[src/rtl/iir_biquad_seq.sv]
`timescale 1ns/1ps
// Multi-channel Direct-Form-II biquad with one shared multiply-accumulate path,
// sequenced by an eight-state FSM (one sample in, one result 8 cycles later).
module iir_biquad_seq #(
  parameter int WIDTH    = 16,
  parameter int FRAC     = 8,
  parameter int CHANNELS = 2,
  parameter int CH_W     = (CHANNELS > 1) ? $clog2(CHANNELS) : 1
) (
  input  logic             clk,
  input  logic             reset,
  input  logic             in_valid,
  output logic             in_ready,
  input  logic [WIDTH-1:0] uk,
  input  logic [CH_W-1:0]  ch_in,
  input  logic [WIDTH-1:0] a1,
  input  logic [WIDTH-1:0] a2,
  input  logic [WIDTH-1:0] b0,
  input  logic [WIDTH-1:0] b1,
  input  logic [WIDTH-1:0] b2,
  input  logic             state_clr,
  input  logic             clr_ovf,
  output logic [WIDTH-1:0] yk,
  output logic [CH_W-1:0]  out_ch,
  output logic             listo,
  output logic             sat_warn,
  output logic             ovf_sticky,
  output logic [2:0]       fsm_state
);

  localparam int ACC_W = 2*WIDTH - FRAC + 2;
  localparam logic signed [ACC_W-1:0] SAT_MAX = {{(ACC_W-WIDTH+1){1'b0}}, {(WIDTH-1){1'b1}}};
  localparam logic signed [ACC_W-1:0] SAT_MIN = {{(ACC_W-WIDTH+1){1'b1}}, {(WIDTH-1){1'b0}}};

  typedef enum logic [2:0] {IDLE, F1, F2, FSAT, Y0, Y1, Y2, WB} state_t;

  state_t state, state_nx;

  logic signed [WIDTH-1:0] c_a1, c_a2, c_b0, c_b1, c_b2;
  logic signed [WIDTH-1:0] f_new;
  logic signed [WIDTH-1:0] f1_mem [CHANNELS];
  logic signed [WIDTH-1:0] f2_mem [CHANNELS];
  logic [CH_W-1:0]         ch;
  logic signed [ACC_W-1:0] acc;
  logic                    f_sat;

  logic signed [WIDTH-1:0]   cur_f1, cur_f2, mul_a, mul_b, sat_val;
  logic signed [2*WIDTH-1:0] prod;
  logic signed [ACC_W-1:0]   prod_ext;
  logic                      sat_hit, accept;

  assign fsm_state = state;
  assign cur_f1    = f1_mem[ch];
  assign cur_f2    = f2_mem[ch];
  // Handshake: a sample transfers on a rising edge where in_valid and in_ready
  // are both high; in_ready is only high in IDLE and only when no clear is requested.
  assign accept    = in_valid & in_ready;

  always_comb begin
    state_nx = state;
    in_ready = 1'b0;
    mul_a    = c_b0;
    mul_b    = f_new;
    case (state)
      IDLE: begin
        in_ready = ~state_clr;
        if (in_valid && !state_clr) state_nx = F1;
      end
      F1:   begin mul_a = c_a1; mul_b = cur_f1; state_nx = F2;   end
      F2:   begin mul_a = c_a2; mul_b = cur_f2; state_nx = FSAT; end
      FSAT: state_nx = Y0;
      Y0:   begin mul_a = c_b0; mul_b = f_new;  state_nx = Y1;   end
      Y1:   begin mul_a = c_b1; mul_b = cur_f1; state_nx = Y2;   end
      Y2:   begin mul_a = c_b2; mul_b = cur_f2; state_nx = WB;   end
      WB:   state_nx = IDLE;
      default: state_nx = IDLE;
    endcase
  end

  // Full-precision product, floored by the arithmetic shift, then widened.
  assign prod     = mul_a * mul_b;
  assign prod_ext = ACC_W'(prod >>> FRAC);

  always_comb begin
    sat_hit = 1'b0;
    sat_val = acc[WIDTH-1:0];
    if (acc > SAT_MAX) begin
      sat_hit = 1'b1;
      sat_val = {1'b0, {(WIDTH-1){1'b1}}};
    end else if (acc < SAT_MIN) begin
      sat_hit = 1'b1;
      sat_val = {1'b1, {(WIDTH-1){1'b0}}};
    end
  end

  always_ff @(posedge clk) begin
    if (reset) state <= IDLE;
    else       state <= state_nx;
  end

  always_ff @(posedge clk) begin
    if (reset) begin
      acc        <= '0;
      f_new      <= '0;
      f_sat      <= 1'b0;
      ch         <= '0;
      c_a1       <= '0;
      c_a2       <= '0;
      c_b0       <= '0;
      c_b1       <= '0;
      c_b2       <= '0;
      yk         <= '0;
      out_ch     <= '0;
      listo      <= 1'b0;
      sat_warn   <= 1'b0;
      ovf_sticky <= 1'b0;
      for (int i = 0; i < CHANNELS; i++) begin
        f1_mem[i] <= '0;
        f2_mem[i] <= '0;
      end
    end else begin
      listo    <= 1'b0;
      sat_warn <= 1'b0;
      if (clr_ovf) ovf_sticky <= 1'b0;
      case (state)
        IDLE: begin
          if (state_clr) begin
            for (int i = 0; i < CHANNELS; i++) begin
              f1_mem[i] <= '0;
              f2_mem[i] <= '0;
            end
          end else if (accept) begin
            c_a1  <= a1;
            c_a2  <= a2;
            c_b0  <= b0;
            c_b1  <= b1;
            c_b2  <= b2;
            ch    <= (int'(ch_in) >= CHANNELS) ? '0 : ch_in;
            acc   <= ACC_W'($signed(uk));
            f_sat <= 1'b0;
          end
        end
        F1, F2: acc <= acc - prod_ext;
        FSAT: begin
          f_new <= sat_val;
          f_sat <= sat_hit;
          acc   <= '0;
        end
        Y0, Y1, Y2: acc <= acc + prod_ext;
        WB: begin
          yk         <= sat_val;
          out_ch     <= ch;
          f2_mem[ch] <= f1_mem[ch];
          f1_mem[ch] <= f_new;
          listo      <= 1'b1;
          sat_warn   <= f_sat | sat_hit;
          // A new saturation overrides a simultaneous clr_ovf.
          if (f_sat | sat_hit) ovf_sticky <= 1'b1;
        end
        default: ;
      endcase
    end
  end

endmodule
[config.mk]
export PLATFORM = sky130hd
export DESIGN_NAME = iir_biquad_seq
export DESIGN_NICKNAME = d
export VERILOG_FILES = /design/src/rtl/iir_biquad_seq.sv
export SDC_FILE = /design/constraint.sdc
export NUM_CORES = 1
export LEC_CHECK = 0
export BUFFER_PORTS_ARGS = -buffer_cell sky130_fd_sc_hd__buf_2
export CAP_MARGIN = 5
export CORE_MARGIN = 10
export CORE_UTILIZATION = 53
export CTS_CLUSTER_DIAMETER = 200
export DETAILED_ROUTE_END_ITERATION = 6
export PLACE_DENSITY = 0.74
export SLEW_MARGIN = 20
export SYNTH_ARGS = -nofsm -noshare
export SYNTH_HDL_FRONTEND = slang
export SYNTH_SLANG_ARGS = --single-unit
[constraint.sdc]
create_clock -name clk -period 18 [get_ports clk]
set_input_delay 0 -clock clk [delete_from_list [all_inputs] [get_ports clk]]
set_output_delay 0 -clock clk [all_outputs]
set_load 0.02 [all_outputs]
==> impl_metrics.py <==
metrics = {
    "timing": {
        "fmaxAchievable_mhz": 85.1,
        "fin_crit_sh": 0.653,
        "drv_slew": 0,
        "rsz0062_at_grt": "false",
        "clock_skew_ns": 0.0153,
        "min_period_ns": 11.75,
        "fin_tns_setup_ns": 0,
        "layout_setup_ws_ns": 6.25,
        "worstMarginPinSlew_ns": 1.20,
        "setup_violations": 0,
        "slew_headroom": 0.192,
        "hold_viol_final": 0,
    },
    "power_and_ir_drop": {
        "power-per-cell-area_mw_per_mm2": 97.1,
        "ir_drop_mv": 0.0793,
        "p_leak_nw": 10.6,
    },
    "synth": {
        "ys_dominant_reg_cell": "dfxtp_1",
        "synth-seq-cells": 212,
        "synth_area_leaders": "fa_1 25%, dfxtp_1 14%, edfxtp_1 9.3%",
        "synth_top_area_share": 0.253,
        "netlist_instances": 2411,
        "synth_adder_area_share": 0.317,
        "synth_top_area_cell": "fa_1",
        "synth_area_per_cell_um2": 8.59,
        "synthSimpleGateAreaFrac": 0.174,
        "yosysSeqAreaShare": 0.236,
        "synthXorXnorAreaFrac": 0.0292,
        "synth_top_family_by_area": "adder cells",
        "muxShareOfSynthArea": 0.0188,
        "syn_nets": 2880,
        "yosysUniqueCellTypes": 75,
        "yosysWarnings": 0,
        "synth_compound_area_frac": 0.146,
        "syn-cell-area_mm2": 0.0207,
        "synthArstFlopShare": 0,
        "synth-edff-count": 64,
    },
    "cts": {
        "cts_sinks": 212,
        "cts_max_level": 1,
        "cts_resized": 0,
        "postCtsSetupBuffers": 0,
        "clk_latency_ns": 0.54,
        "clk_pin_slew_ns": 0.06,
        "cts_buffer_depth": 3,
        "cts_tree": "done",
        "numCtsBuffers": 24,
        "ctsHoldBuffers": 99,
        "cts_root_buffer": "clkbuf_16",
    },
    "floorplanning": {
        "core_area_mm2": 0.0386,
        "die-area_mm2": 0.0474,
        "die_x_um": 218,
        "start_util": 0.536,
        "die_h_um": 218,
        "io_pins": 126,
        "core.rowCount": 72,
    },
    "worst_setup_path": {
        "cp-end-kind": "flip-flop",
        "cp_slowest_cell": "nor2b_2",
        "crit_path_max_fanout": 47,
        "max_stage_delay_ns": 0.56,
        "worst_ep_arrival_time_ns": 12.22,
        "critPathRequiredTime_ns": 18.47,
        "crit_family": "adder cells",
        "critPathBufInv": 6,
        "crit_path_start_kind": "flip-flop",
        "r2r_slack_ns": 6.25,
        "cp_common_cell": "fa_1",
        "crit_type": "flip-flop to flip-flop",
    },
    "global_routing": {
        "grt_max_degree": 87,
        "antenna_found_initial": 2,
        "grt_usage": 0.258,
        "grt_pass1_vias": 18100,
        "overflow": 0,
        "grt_pass1_wl_mm": 99.1,
    },
    "placed_design": {
        "hpwl_mm": 44.8,
        "io_buffers": 125,
        "gp_congestion": 0.942,
        "place_ws_ns": 6.23,
    },
    "final_layout": {
        "final_cell_mix": "350 x nand2_1, 311 x inv_1, 270 x nor2_1",
        "utilization": 0.612,
        "fin_nets": 3042,
        "final_common_cell": "nand2_1",
        "drive_gt1_frac": 0.0977,
        "area.growth.synth_to_final_pct": 14.2,
    },
    "route": {
        "post-route-drc-count": 0,
        "vias_per_cell": 5.77,
        "firstDrtPassIters": 6,
        "first_iter_violations": 2008,
        "wirelength_mm": 61.1,
        "avgRoutedWirePerCell_um": 19.6,
        "ant_nets": 0,
        "vias": 18000,
    },
    "min_path": {
        "hold_path.class": "input port to flip-flop",
    },
    "status": {
        "status": "finished, final reports clean",
    },
    "job": {
        "drv_cap": 0,
    },
}
[path summary, 6_finish.rpt]
path | startpoint | depth (start not counted) | end
worst min-delay path | state_clr | 3 | f1_mem[0][8]$_SDFFCE_PN0P_
worst max-delay path | fsm_state[1]$_SDFFE_PP0P_ | 41 | acc[25]$_SDFFE_PP0P_
worst max register to register | fsm_state[1]$_SDFFE_PP0P_ | 41 | acc[25]$_SDFFE_PP0P_
worst min register to register | yk[15]$_SDFFE_PP0N_ | 2 | yk[15]$_SDFFE_PP0N_
[cell usage after synthesis, types with 12 or more instances]
master,instances
a21o_1,24
clkbuf_1,115
fa_1,262
xor2_1,24
a21oi_1,186
o21ai_0,47
o211ai_1,44
and3_1,22
or2_2,20
nand2_1,351
a221o_1,12
nor3_1,21
nand3_1,36
a31oi_1,16
dfxtp_1,148
nor2_1,270
xnor2_1,45
a221oi_1,17
nor2b_1,14
a211oi_1,22
ha_1,105
and2_1,20
edfxtp_1,64
mux2i_1,39
inv_1,311
nand2b_1,23
[per-layer routing]
| metal | vias up | track usage | share of wire |
|---|---|---|---|
| li1 | 8251 | - | - |
| met1 | 8748 | 0.341 | 0.41 |
| met2 | 820 | 0.423 | 0.47 |
| met3 | 133 | 0.0456 | 0.083 |
| met4 | 0 | 0.0858 | 0.035 |
| met5 | - | 0 | 0 |
[state kept, by name (all words and copies together) (netlist names), 3 cells and up, named ones only]
signal and flops:
c_a2 16, acc 26, f2_mem 32, f_new 16
c_a1 16, c_b2 16, yk 16, fsm_state 3
f1_mem 32, c_b1 16, c_b0 16
[worst reg2reg max path: cells and delay by family, from the launching register on]
kind                       cells  cell delay, ns
adders and majority gates      8            3.78
DFF                            1            0.31
AOI/OAI and AO/OA             14            3.28
xor gates and xnor gates       2            0.34
and+or+nand+nor               11            2.82
buffers and inverters          6            1.16
[cells by family after synthesis]
kind of cell / Yosys count
compound gates: 462
xor+xnor: 69
fa+ha+maj: 367
buf+inv: 438
flops: 212
mux: 39
simple gates: 824
[per-stage QoR]
step | instances | area [um2] | hold WS, ns | power, mW
3_3_place_gp | 2960 | 21800 | 0.243 | 1.74
4_1_cts | 3105 | 23600 | 0.0550 | 2.28
5_1_grt | 3110 | 23700 | 0.0982 | 2.45
2_1_floorplan | 2411 | 20700 | 0.0915 | 1.47
3_5_place_dp | 2963 | 21900 | 0.250 | 1.76
6_report | 3111 | 23700 | 0.0750 | 2.30
[where the power goes]
group	total, mW	internal [mW]	switching, mW
clock network	0.488	0.288	0.200
logic	1.23	0.484	0.744
registers	0.583	0.534	0.0490
total	2.30	1.31	0.992
[final cells by class]
type / count / area [um2]
fill: 3229 / 15000
multi-input combinational: 1761 / 14300
sequential: 212 / 4890
timing repair buffer: 262 / 1900
inverter: 312 / 1170
clock buffer: 39 / 759
tap: 518 / 648
clock inverter: 4 / 26.3
antenna: 3 / 7.51
(Power assumes the default switching activity.)
